[config.mk]
export PLATFORM = sky130hd
export DESIGN_NAME = gmux_sel_ctrl
export DESIGN_NICKNAME = d
export VERILOG_FILES = /design/src/rtl/gmux_ctrl_pkg.sv /design/src/rtl/gmux_dwell_cnt.sv /design/src/rtl/gmux_sel_ctrl.sv
export SDC_FILE = /design/constraint.sdc
export NUM_CORES = 1
export LEC_CHECK = 0
export BUFFER_PORTS_ARGS = -buffer_cell sky130_fd_sc_hd__buf_2
export CAP_MARGIN = 20
export CELL_PAD_IN_SITES_DETAIL_PLACEMENT = 1
export CELL_PAD_IN_SITES_GLOBAL_PLACEMENT = 1
export CORE_MARGIN = 2
export CORE_UTILIZATION = 45
export DETAILED_ROUTE_END_ITERATION = 6
export MAX_ROUTING_LAYER = met4
export PLACE_DENSITY_LB_ADDON = 0.1
export SYNTH_ARGS = -nofsm -noshare
export SYNTH_HDL_FRONTEND = slang
export SYNTH_HIERARCHICAL = 1
export SYNTH_SLANG_ARGS = --single-unit
[constraint.sdc]
create_clock -name CLK -period 5 [get_ports CLK]
set_input_delay 0.5 -clock CLK [delete_from_list [all_inputs] [get_ports CLK]]
set_output_delay 0.5 -clock CLK [all_outputs]
set_load 0.1 [all_outputs]
[src/rtl/gmux_ctrl_pkg.sv]
// rtl/gmux_ctrl_pkg.sv - shared types and constants for the GMUX select controller
//
// Purpose: FSM state encoding, quadrant bit indices and reset values used by
//          gmux_sel_ctrl and its dwell counter.
package gmux_ctrl_pkg;

  typedef enum logic [1:0] {
    ST_IDLE   = 2'd0,
    ST_GATE   = 2'd1,
    ST_SETTLE = 2'd2,
    ST_LP     = 2'd3
  } gmux_state_e;

  // Quadrant bit positions in every 4-bit quadrant vector
  localparam int Q_TL = 0;
  localparam int Q_TR = 1;
  localparam int Q_BL = 2;
  localparam int Q_BR = 3;

  localparam logic [3:0] Q_NONE   = 4'h0;
  localparam logic [3:0] Q_ALL    = 4'hF;

  localparam logic [3:0] SEN_RST  = 4'hF;
  localparam logic       SSEL_RST = 1'b0;
  localparam logic [3:0] MASK_RST = 4'hF;

endpackage

[src/rtl/gmux_dwell_cnt.sv]
// rtl/gmux_dwell_cnt.sv - 4-bit loadable down-counter with zero flag
//
// Purpose: times the gate and settle dwell intervals of gmux_sel_ctrl.
// Ports:
//   CLK        in  clock, rising edge
//   RST        in  asynchronous active-high reset (count -> 0)
//   i_load     in  load i_load_val (has priority over i_dec)
//   i_load_val in  value to load
//   i_dec      in  decrement by one, saturating at zero
//   o_zero     out count is zero
module gmux_dwell_cnt (
  input  logic       CLK,
  input  logic       RST,
  input  logic       i_load,
  input  logic [3:0] i_load_val,
  input  logic       i_dec,
  output logic       o_zero
);

  logic [3:0] r_cnt;

  always_ff @(posedge CLK or posedge RST) begin
    if (RST) begin
      r_cnt <= 4'd0;
    end else if (i_load) begin
      r_cnt <= i_load_val;
    end else if (i_dec && (r_cnt != 4'd0)) begin
      r_cnt <= r_cnt - 4'd1;
    end
  end

  assign o_zero = (r_cnt == 4'd0);

endmodule

[src/rtl/gmux_sel_ctrl.sv]
// rtl/gmux_sel_ctrl.sv - glitch-free GMUX source switch and quadrant enable sequencer
//
// Purpose: gates all quadrants, changes SSEL, waits for the mux to settle and
//          re-enables the requested quadrants; also handles a low-power mode.
// Ports:
//   CLK, RST          clock (rising) and asynchronous active-high reset
//   REQ_VALID/READY   reconfiguration handshake
//   REQ_SRC, REQ_QEN  requested source and quadrant enable mask
//   DONE              one-cycle completion pulse
//   LP_REQ            level low-power request
//   BUSY              controller not idle
//   SSEL              GMUX source select
//   SEN/DEN/DYNEN/VLP quadrant controls (bit 0=TL,1=TR,2=BL,3=BR)
module gmux_sel_ctrl #(
  parameter int GATE_CYC   = 2,
  parameter int SETTLE_CYC = 4
) (
  input  logic       CLK,
  input  logic       RST,
  input  logic       REQ_VALID,
  input  logic       REQ_SRC,
  input  logic [3:0] REQ_QEN,
  output logic       REQ_READY,
  output logic       DONE,
  input  logic       LP_REQ,
  output logic       BUSY,
  output logic       SSEL,
  output logic [3:0] SEN,
  output logic [3:0] DEN,
  output logic [3:0] DYNEN,
  output logic [3:0] VLP
);

  import gmux_ctrl_pkg::*;

  localparam logic [3:0] GATE_LD   = 4'(GATE_CYC - 1);
  localparam logic [3:0] SETTLE_LD = 4'(SETTLE_CYC - 1);

  gmux_state_e r_state, w_state_nxt;
  logic        r_ssel, w_ssel_nxt;
  logic [3:0]  r_sen, w_sen_nxt;
  logic [3:0]  r_dynen, w_dynen_nxt;
  logic [3:0]  r_vlp, w_vlp_nxt;
  logic        r_done, w_done_nxt;
  logic        r_src, w_src_nxt;
  logic [3:0]  r_mask, w_mask_nxt;
  // Set while settling out of low power: that path restores SEN silently
  logic        r_lp_exit, w_lp_exit_nxt;

  logic        w_cnt_load;
  logic [3:0]  w_cnt_val;
  logic        w_cnt_dec;
  logic        w_cnt_zero;

  gmux_dwell_cnt u_dwell_cnt (
    .CLK       (CLK),
    .RST       (RST),
    .i_load    (w_cnt_load),
    .i_load_val(w_cnt_val),
    .i_dec     (w_cnt_dec),
    .o_zero    (w_cnt_zero)
  );

  assign REQ_READY = (r_state == ST_IDLE) && !RST;
  assign BUSY      = (r_state != ST_IDLE);
  assign DONE      = r_done;
  assign SSEL      = r_ssel;
  assign SEN       = r_sen;
  assign DEN       = Q_NONE;
  assign DYNEN     = r_dynen;
  assign VLP       = r_vlp;

  always_ff @(posedge CLK or posedge RST) begin
    if (RST) begin
      r_state   <= ST_IDLE;
      r_ssel    <= SSEL_RST;
      r_sen     <= SEN_RST;
      r_dynen   <= Q_NONE;
      r_vlp     <= Q_NONE;
      r_done    <= 1'b0;
      r_src     <= SSEL_RST;
      r_mask    <= MASK_RST;
      r_lp_exit <= 1'b0;
    end else begin
      r_state   <= w_state_nxt;
      r_ssel    <= w_ssel_nxt;
      r_sen     <= w_sen_nxt;
      r_dynen   <= w_dynen_nxt;
      r_vlp     <= w_vlp_nxt;
      r_done    <= w_done_nxt;
      r_src     <= w_src_nxt;
      r_mask    <= w_mask_nxt;
      r_lp_exit <= w_lp_exit_nxt;
    end
  end

  always_comb begin
    w_state_nxt   = r_state;
    w_ssel_nxt    = r_ssel;
    w_sen_nxt     = r_sen;
    w_vlp_nxt     = r_vlp;
    w_done_nxt    = 1'b0;
    w_src_nxt     = r_src;
    w_mask_nxt    = r_mask;
    w_lp_exit_nxt = r_lp_exit;
    w_cnt_load    = 1'b0;
    w_cnt_val     = 4'd0;
    w_cnt_dec     = 1'b0;

    case (r_state)
      ST_IDLE: begin
        if (REQ_VALID && REQ_READY) begin
          w_src_nxt  = REQ_SRC;
          w_mask_nxt = REQ_QEN;
          if (REQ_SRC == r_ssel) begin
            // Same source: no mux change, so enables can update at once
            w_sen_nxt  = REQ_QEN;
            w_done_nxt = 1'b1;
          end else begin
            w_sen_nxt     = Q_NONE;
            w_lp_exit_nxt = 1'b0;
            w_state_nxt   = ST_GATE;
            w_cnt_load    = 1'b1;
            w_cnt_val     = GATE_LD;
          end
        end else if (LP_REQ) begin
          w_sen_nxt   = Q_NONE;
          w_vlp_nxt   = Q_ALL;
          w_state_nxt = ST_LP;
        end
      end
      ST_GATE: begin
        if (w_cnt_zero) begin
          // All quadrants have been gated for GATE_CYC cycles; safe to switch
          w_ssel_nxt  = r_src;
          w_state_nxt = ST_SETTLE;
          w_cnt_load  = 1'b1;
          w_cnt_val   = SETTLE_LD;
        end else begin
          w_cnt_dec = 1'b1;
        end
      end
      ST_SETTLE: begin
        if (w_cnt_zero) begin
          w_sen_nxt     = r_mask;
          w_done_nxt    = !r_lp_exit;
          w_lp_exit_nxt = 1'b0;
          w_state_nxt   = ST_IDLE;
        end else begin
          w_cnt_dec = 1'b1;
        end
      end
      ST_LP: begin
        if (!LP_REQ) begin
          w_vlp_nxt     = Q_NONE;
          w_lp_exit_nxt = 1'b1;
          w_state_nxt   = ST_SETTLE;
          w_cnt_load    = 1'b1;
          w_cnt_val     = SETTLE_LD;
        end
      end
      default: begin
        w_state_nxt = ST_IDLE;
      end
    endcase

    // Registered alongside the state so DYNEN tracks GATE/SETTLE exactly
    if ((w_state_nxt == ST_GATE) || (w_state_nxt == ST_SETTLE)) begin
      w_dynen_nxt = w_mask_nxt;
    end else begin
      w_dynen_nxt = Q_NONE;
    end
  end

endmodule
Yosys cells after proc, flatten, opt, wreduce, memory -nomap -nowiden --
Index checks and enable logic that the tools add are counted.
Storage, ports and cells: register bits after elaboration 26, input bits 9, output and inout bits 20, word-level logic and storage cells 86
Operators by class: $add $sub $neg 1, equality and inequality tests 13, multiplexer cells 42, reductions and logical operators 20
Operators by type and width (count):
- $mux 4 | 12
- $mux 2 | 8
- $pmux 4 s2 | 2
- $mux 1 | 15
- $ne 2x2->1 const B | 4
- $pmux 2 s4 | 1
- $reduce_bool 2->1 | 4
- $eq 2x2->1 const B | 3
- $pmux 1 s3 | 2
- $pmux 2 s3 | 1
- $reduce_and 5->1 | 1
- $eq 2x1->1 const B | 2
- $logic_not 4->1 | 1
- $ne 2x1->1 const B | 2
- $reduce_and 2->1 | 2
- $reduce_and 4->1 | 1
- $reduce_bool 4->1 | 1
- $sub 4x1->4 const B | 1
- $logic_and 1x1->1 | 3
- $ne 3x2->1 const B | 1
- $reduce_and 3->1 | 1
- $reduce_bool 3->1 | 1
- $logic_not 1->1 | 2
- $logic_not 2->1 | 1
- other kinds (4) | 4

Longest topological paths before layout --
Gate-level depths: netlist of run 1.
word-level depth 8, gate-level depth with buffers 9

Modules after synthesis --
Netlist of run 1, hierarchy kept.
By module, submodules not included:
- gmux_sel_ctrl | instances 1, cells an instance 108, area an instance 1206.2 um^2
- gmux_dwell_cnt | instances 1, cells an instance 28, area an instance 261.5 um^2

Worst setup path before layout of run 1 --
Ideal clock, no wire load.
path kind reg-to-output, from register r_state[1], to output REQ_READY, arrival 2.637 ns, path slack 1.863 ns, stages on the path, launching flop included 5, cell sequence dfrtp_1 -> inv_1 -> ha_1 -> inv_1 -> nor2_1
On the way: cells in the longest elaborated chain, start to end 2
RTL lines:
- start, declared | line gmux_sel_ctrl.sv:39 | gmux_state_e r_state, w_state_nxt;
- start signal, assigned | line gmux_sel_ctrl.sv:85 | r_state <= w_state_nxt;
- $logic_not 2->1 | line gmux_sel_ctrl.sv:64 | assign REQ_READY = (r_state == ST_IDLE) && !RST;
- $logic_and 1x1->1 | line gmux_sel_ctrl.sv:64
- end, declared | line gmux_sel_ctrl.sv:23 | output logic REQ_READY,
Every way passes these cells.

Final worst setup path of run 1 --
from register u_dwell_cnt.r_cnt[0], to register u_dwell_cnt.r_cnt[3]
On the way: elaborated cells between the ends (all ways) 11
RTL lines:
- start, declared | line gmux_dwell_cnt.sv:20 | logic [3:0] r_cnt;
- start signal, assigned | line gmux_dwell_cnt.sv:26 | r_cnt <= i_load_val;
- start signal, assigned | line gmux_dwell_cnt.sv:28 | r_cnt <= r_cnt - 4'd1;
- $logic_not 4->1 (*) | line gmux_dwell_cnt.sv:32 | assign o_zero = (r_cnt == 4'd0);
- named net w_cnt_zero | line gmux_sel_ctrl.sv:53 | logic w_cnt_zero;
- $mux 1 (*) | line gmux_sel_ctrl.sv:133 | if (w_cnt_zero) begin
- $pmux 1 s3 (*) | line gmux_sel_ctrl.sv:110 | case (r_state)
- named net w_cnt_load | line gmux_sel_ctrl.sv:50 | logic w_cnt_load;
- $mux 4 or $reduce_bool 2->1 (tied branches)
The timed path passes the listed nets; every way through them passes the cells marked *. The select of a mux whose other input is x is not followed. A chain may end at the register's enable or synchronous reset.

==> impl_results.md, run 1 <==
- Status: completed
- CP Data Required Time: ~5.2 ns
- Largest cells by area after synthesis: dfrtp_1, dfstp_2, ha_1
- Top Ports: 29
- Die area: roughly 3700 sq um
- # setup viols final: 0
- Worst r2r dst: u_dwell_cnt/r_cnt[3]$_DFFE_PP0P_
- Syn Area/Cell: 10.79 sq um
- Post-CTS setup buffer count: 0
- Vias per inst: 5.281
- Max-cap violation count: 0
- Worst reg2reg path depth: 8
- Top_reg_cell synth: dfrtp_1
- Slew margin rel.: 0.5133
- Cell Area, Synth: ~1500 sq um
- Share of cells above drive strength 1: 0.3711
- Flops & latches, synth: 23
- Final hold violations: 0
- Final Wtd Congestion: between 0.7 and 0.8
- Clock Sinks: 23
- # rows: 20
- EDFF count, synth: 0
- Highest Clock Rate: about 390 MHz
- H-tree lvl count: 1
- RR Startpoint: u_dwell_cnt/r_cnt[0]$_DFFE_PP0P_
- Core Region: approximately 3100 sq um
- Post-Route WL: 3.187 mm
- Final Net Count: 176
- Synth Instances: ~140
- Seq/Total Area, Yosys: 0.3990
- Yosys top cell area share: 0.2558
- ANT nets after route: 0
- Antenna diode count: 0
- Worst stage delay on the critical path: 0.55 ns
- Asr flop ratio synth: 1.000
- Avg WL per Cell: around 16 um
- 1st-pass router iterations: 4
- Vias in the first global route: around 1100
- Final Critical Period: about 2.6 ns
- Die Span X: slightly above 60 um
- Worst Hold Class: in2async
- Dpl hpwl: around 2.4 mm
- Worst slew pin tran: 0.7293 ns
- Reg2Reg Setup Slack: ~2.4 ns
- Via count: 1072
- Cell variety after synth: between 40 and 50
- Sum Neg Setup Slack: 0 ns
- Setup Skew: 0.003533 ns
- CTS Hold Buffers Added: 0
- First-pass GRT wire length: 5.175 mm
- DIE HEIGHT: slightly above 60 um
- Yosys warns: 6
- CTS tree: built
- CTS max path bufs: 2
- Grt ovf: 0
- Yosys top cell by area: dfrtp_1
- Worst setup path startpoint: u_dwell_cnt/r_cnt[0]$_DFFE_PP0P_
- Crit. End Element: register
- Pin count of the biggest net entering global routing: 20
- CTS Buf Count: 3
- Port bufs: 24
- CTS-repair resized insts: 0
- Initial core utilization: 0.4768
- Iter 0 DRT Violations: 39
- Area Overhead vs Synth: 10.06%
- Gr usage total: 0.2006
- Slowest CP cell: a21oi_1
- Root buffer cell: clkbuf_4
- Worst-path cell chain: inv_1, ha_1, or3b_4, inv_1, a21oi_1, a21oi_1, nor3_1, a221o_1
- Worst-path clk slew: 0.13 ns
- Worst-skew pair later-pin latency: ~0.32 ns
- CP Launch Type: register
- Drt drc: 0
- Initial antenna violation count: 0
- Critical path type: reg2reg
- RSZ-0062 raised after global routing: false
- Worst-path maximum fanout: 10
- Final cycle utilization of the critical path: 0.5104
- Fin. max-slew vios: 0
- CP arrival: about 2.8 ns
[layout by cell type, fill, tap and decap left out, types with 2 or more instances in the layout]
master / n
a21oi_1: 6
a22o_1: 4
nor2b_1: 3
nand2_1: 10
nor3_1: 2
o21ai_0: 5
ha_1: 7
conb_1: 6
clkbuf_4: 3
dfrtp_1: 15
inv_1: 8
nor2_1: 5
mux2_4: 4
a21o_1: 3
o21ai_1: 3
dfstp_2: 8
nand2b_1: 2
nor4b_2: 2
buf_2: 24
mux2_2: 6
nand3_1: 4
mux2i_1: 4
[critical path, delay by kind of cell (launching register included)]
family	cells	cell delay [ns]
AO/OA/AOI/OAI	3	1.01
buffers and inverters	2	0.27
AND/OR/NAND/NOR	2	0.53
flip-flops	1	0.42
adder cells (fa/ha/maj)	1	0.21
[flip-flops by register name, summed over array words and instances, names as in the netlist]
name	count
r_src	1
SEN	4
u_dwell_cnt/r_cnt	4
r_state	2
r_mask	4
r_lp_exit	1
SSEL	1
DYNEN	4
DONE	1
VLP	1
[through the flow]
| step | cells | area, sq um | utilization | hold WS (ns) | worst slack (ns) |
|---|---|---|---|---|---|
| 2_1_floorplan | 141 | 1486 | - | 0.2661 | 1.863 |
| 3_3_place_gp | 199 | 1589 | 0.5163 | 0.4398 | 2.680 |
| 4_1_cts | 203 | 1615 | 0.5248 | 0.09172 | 2.493 |
| 5_1_grt | 203 | 1615 | 0.5248 | 0.09750 | 2.193 |
| 3_5_place_dp | 199 | 1589 | 0.5163 | 0.4480 | 2.514 |
| 6_report | 203 | 1615 | 0.5248 | 0.09735 | 2.448 |
[logic make-up (layout without fill, tap and decap cells)]
family                     after synthesis  count (layout)  synth area share
and+or+nand+nor                         37              37            0.1611
xor gates and xnor gates                 1               1           0.01109
buffers and inverters                   18              36           0.06990
adders and majority gates                7               7           0.05967
other                                    1               6          0.002555
muxes                                   14              14            0.1142
DFF                                     23              23            0.3990
AOI/OAI and AO/OA                       35              35            0.1824
[worst max-delay path by stage]
| stage | slack (ns) | cells past startpoint | end |
|---|---|---|---|
| after global routing | 2.19 | 8 | u_dwell_cnt/r_cnt[3]$_DFFE_PP0P_ |
| after CTS | 2.49 | 8 | u_dwell_cnt/r_cnt[3]$_DFFE_PP0P_ |
| after floorplan | 1.86 | 4 | REQ_READY |
| final | 2.45 | 8 | u_dwell_cnt/r_cnt[3]$_DFFE_PP0P_ |
| after global placement | 2.68 | 8 | u_dwell_cnt/r_cnt[3]$_DFFE_PP0P_ |
| after detailed placement | 2.51 | 8 | u_dwell_cnt/r_cnt[3]$_DFFE_PP0P_ |
[area by class of cell]
class / instances / area (sq um)
repair buffers: 24 / 120.1
fillers: 363 / 1463
multi-input cells: 100 / 798.3
clock buffers: 4 / 26.28
inverters: 8 / 30.03
well taps: 44 / 55.05
flip-flops and latches: 23 / 585.6
[cells in the mapped netlist (all sizes together) (2+ instances only)]
cell / number
nor3: 3
mux2: 10
nand2b: 2
buf: 9
nor4b: 2
a21o: 3
mux2i: 4
a22o: 5
nand2: 10
ha: 7
and4b: 2
nor2: 5
a31oi: 2
nor2b: 3
a21oi: 6
inv: 8
nand3: 4
o21ai: 9
dfrtp: 15
dfstp: 8
[routing by layer]
layer  wire (um)  vias up  track usage  part of all wire
met4          42        0      0.06522             0.013
met2        1415       23       0.2933              0.44
met1        1595      528       0.2721              0.50
met5           0        -            -                 0
li1            -      516            -                 -
met3         133        5      0.05042             0.042
Power of run 1 is left out: the tool's default activity adds up to more than one toggle a clock period on the data nets, which glitch-free logic cannot reach.
==> inputs of run 2 (changes only) <==
Settings changed: CORE_UTILIZATION 45 to 42.
Clock period 5 ns to 2.5 ns, I/O delays scaled along.
==> impl_results.md, run 2 (synthesis results as in run 1) <==
- Port bufs: 24
- CP delay by family, top: simple AND/OR/NAND/NOR gates
- CTS tree: built
- CP Launch Type: register
- Area Overhead vs Synth: 12.19%
- CTS max path bufs: 2
- First-pass GRT wire length: between 5 and 6 mm
- Multi-input gate area: 800.8 sq um
- Placement Setup Slack: roughly 0.22 ns
- Avg WL per Cell: 15.68 um
- Setup WS post-layout: ~0.18 ns
- Iter 0 DRT Violations: 40
- Dpl hpwl: between 2 and 3 mm
- Core Region: between 3000 and 4000 sq um
- Highest Clock Rate: about 430 MHz
- Status: completed
- Vias in the first global route: roughly 1200
- Final hold violations: 0
- Final Critical Period: roughly 2.3 ns
- Most common cell after layout, fill and taps aside: buf_2
- Initial core utilization: 0.4398
- RSZ-0062 raised after global routing: false
- Drt drc: 0
- DP Area: roughly 1600 sq um
- Crit-path most repeated cell: inv_1
- Worst-path maximum fanout: 7
- Post-CTS setup buffer count: 0
- Worst-path cell chain: inv_1, ha_1, or3b_4, inv_1, nor2b_1, a211o_1, a21oi_1, mux2_2
- CTS-repair resized insts: 0
- Gr usage total: 0.1877
- Via count: 1101
- Pin count of the biggest net entering global routing: 20
- # setup viols final: 0
- Crit. End Element: register
- WP buf/inv: 2
- Vias per inst: roughly 5.3
- Worst-skew pair later-pin latency: approximately 0.32 ns
- Worst stage delay on the critical path: between 0.4 and 0.5 ns
- Worst Hold Class: in2reg
- H-tree lvl count: 1
- Clock Sinks: 23
- Reg2Reg Setup Slack: roughly 0.18 ns
- Die Span X: around 63 um
- Critical path type: reg2reg
- Worst-path clk slew: 0.13 ns
- Worst slew pin tran: around 0.75 ns
- Final cycle utilization of the critical path: 0.9275
- Final Wtd Congestion: slightly above 0.8
- CP Data Required Time: 2.72 ns
- Share of cells above drive strength 1: 0.3889
- Final std cells w/o fill: ~210
- Grt ovf: 0
- Antenna diode count: 0
- CTS Buf Count: 3
- Sum Neg Setup Slack: 0 ns
- Fillers: 401
- Max-cap violation count: 0
- Slowest CP cell: or3b_4
- Fin. max-slew vios: 0
- Commonest non-fill, non-tap cells in the layout: buf_2, dfrtp_1, nand2_1
- ANT nets after route: 0
- Final non-filler cell area: ~1600 sq um
- Cells after DPL: about 200
- Die area: roughly 4000 sq um
- Post-Route WL: 3.261 mm
- Area occupied by registers: between 500 and 600 sq um
- Top Ports: 29
- Root buffer cell: clkbuf_4
- Slew margin rel.: 0.4968
- 1st-pass router iterations: 4
- Final Net Count: about 180
- Setup Skew: approximately 0.0012 ns
- # rows: 21
- CTS Hold Buffers Added: 1
- CP arrival: around 2.5 ns
- Initial antenna violation count: 0
- DIE HEIGHT: 63.12 um
run 2: metrics by stage:
stage,hold slack (ns),util
CTS,0.1773,0.4934
floorplan,0.01608,-
finish,0.1840,0.4934
global placement,0.1944,0.4822
global route,0.1789,0.4934
detailed placement,0.2004,0.4822
run 2: layer usage:
| layer | share of wire | vias up | wire length [um] | track usage |
|---|---|---|---|---|
| met2 | 0.47 | 26 | 1529 | 0.3045 |
| met3 | 0.037 | 6 | 122 | 0.02321 |
| met4 | 0.022 | 0 | 72 | 0.08889 |
| met1 | 0.47 | 542 | 1536 | 0.2331 |
| met5 | 0 | - | 0 | - |
| li1 | - | 527 | - | - |
run 2: area by class of cell:
class	instances	area share
clock buffer	3	0.01368
tap	46	0.03495
timing repair buffer	27	0.08815
multi-input combinational	100	0.4863
inverter	8	0.01824
sequential	23	0.3556
clock inverter	1	0.003040
run 2: worst min-delay path, stage by stage:
cell and delay [ns]:
buf_2 0.11, nand2_1 0.05, nand2_1 0.06
run 2: worst paths after layout:
check	to	from	cells past startpoint
min in group asynchronous	u_dwell_cnt/r_cnt[2]$_DFFE_PP0P_	RST	3
worst max register to register	r_lp_exit$_DFFE_PP0P_	u_dwell_cnt/r_cnt[0]$_DFFE_PP0P_	8
worst min-delay path	r_src$_DFFE_PP0P_	REQ_SRC	3
max in group asynchronous	VLP[2]$_DFFE_PP0P_	RST	3
worst max-delay path	r_lp_exit$_DFFE_PP0P_	u_dwell_cnt/r_cnt[0]$_DFFE_PP0P_	8
worst min register to register	DONE$_DFF_PP0_	r_lp_exit$_DFFE_PP0P_	1
Power of run 2 is left out for the same reason.
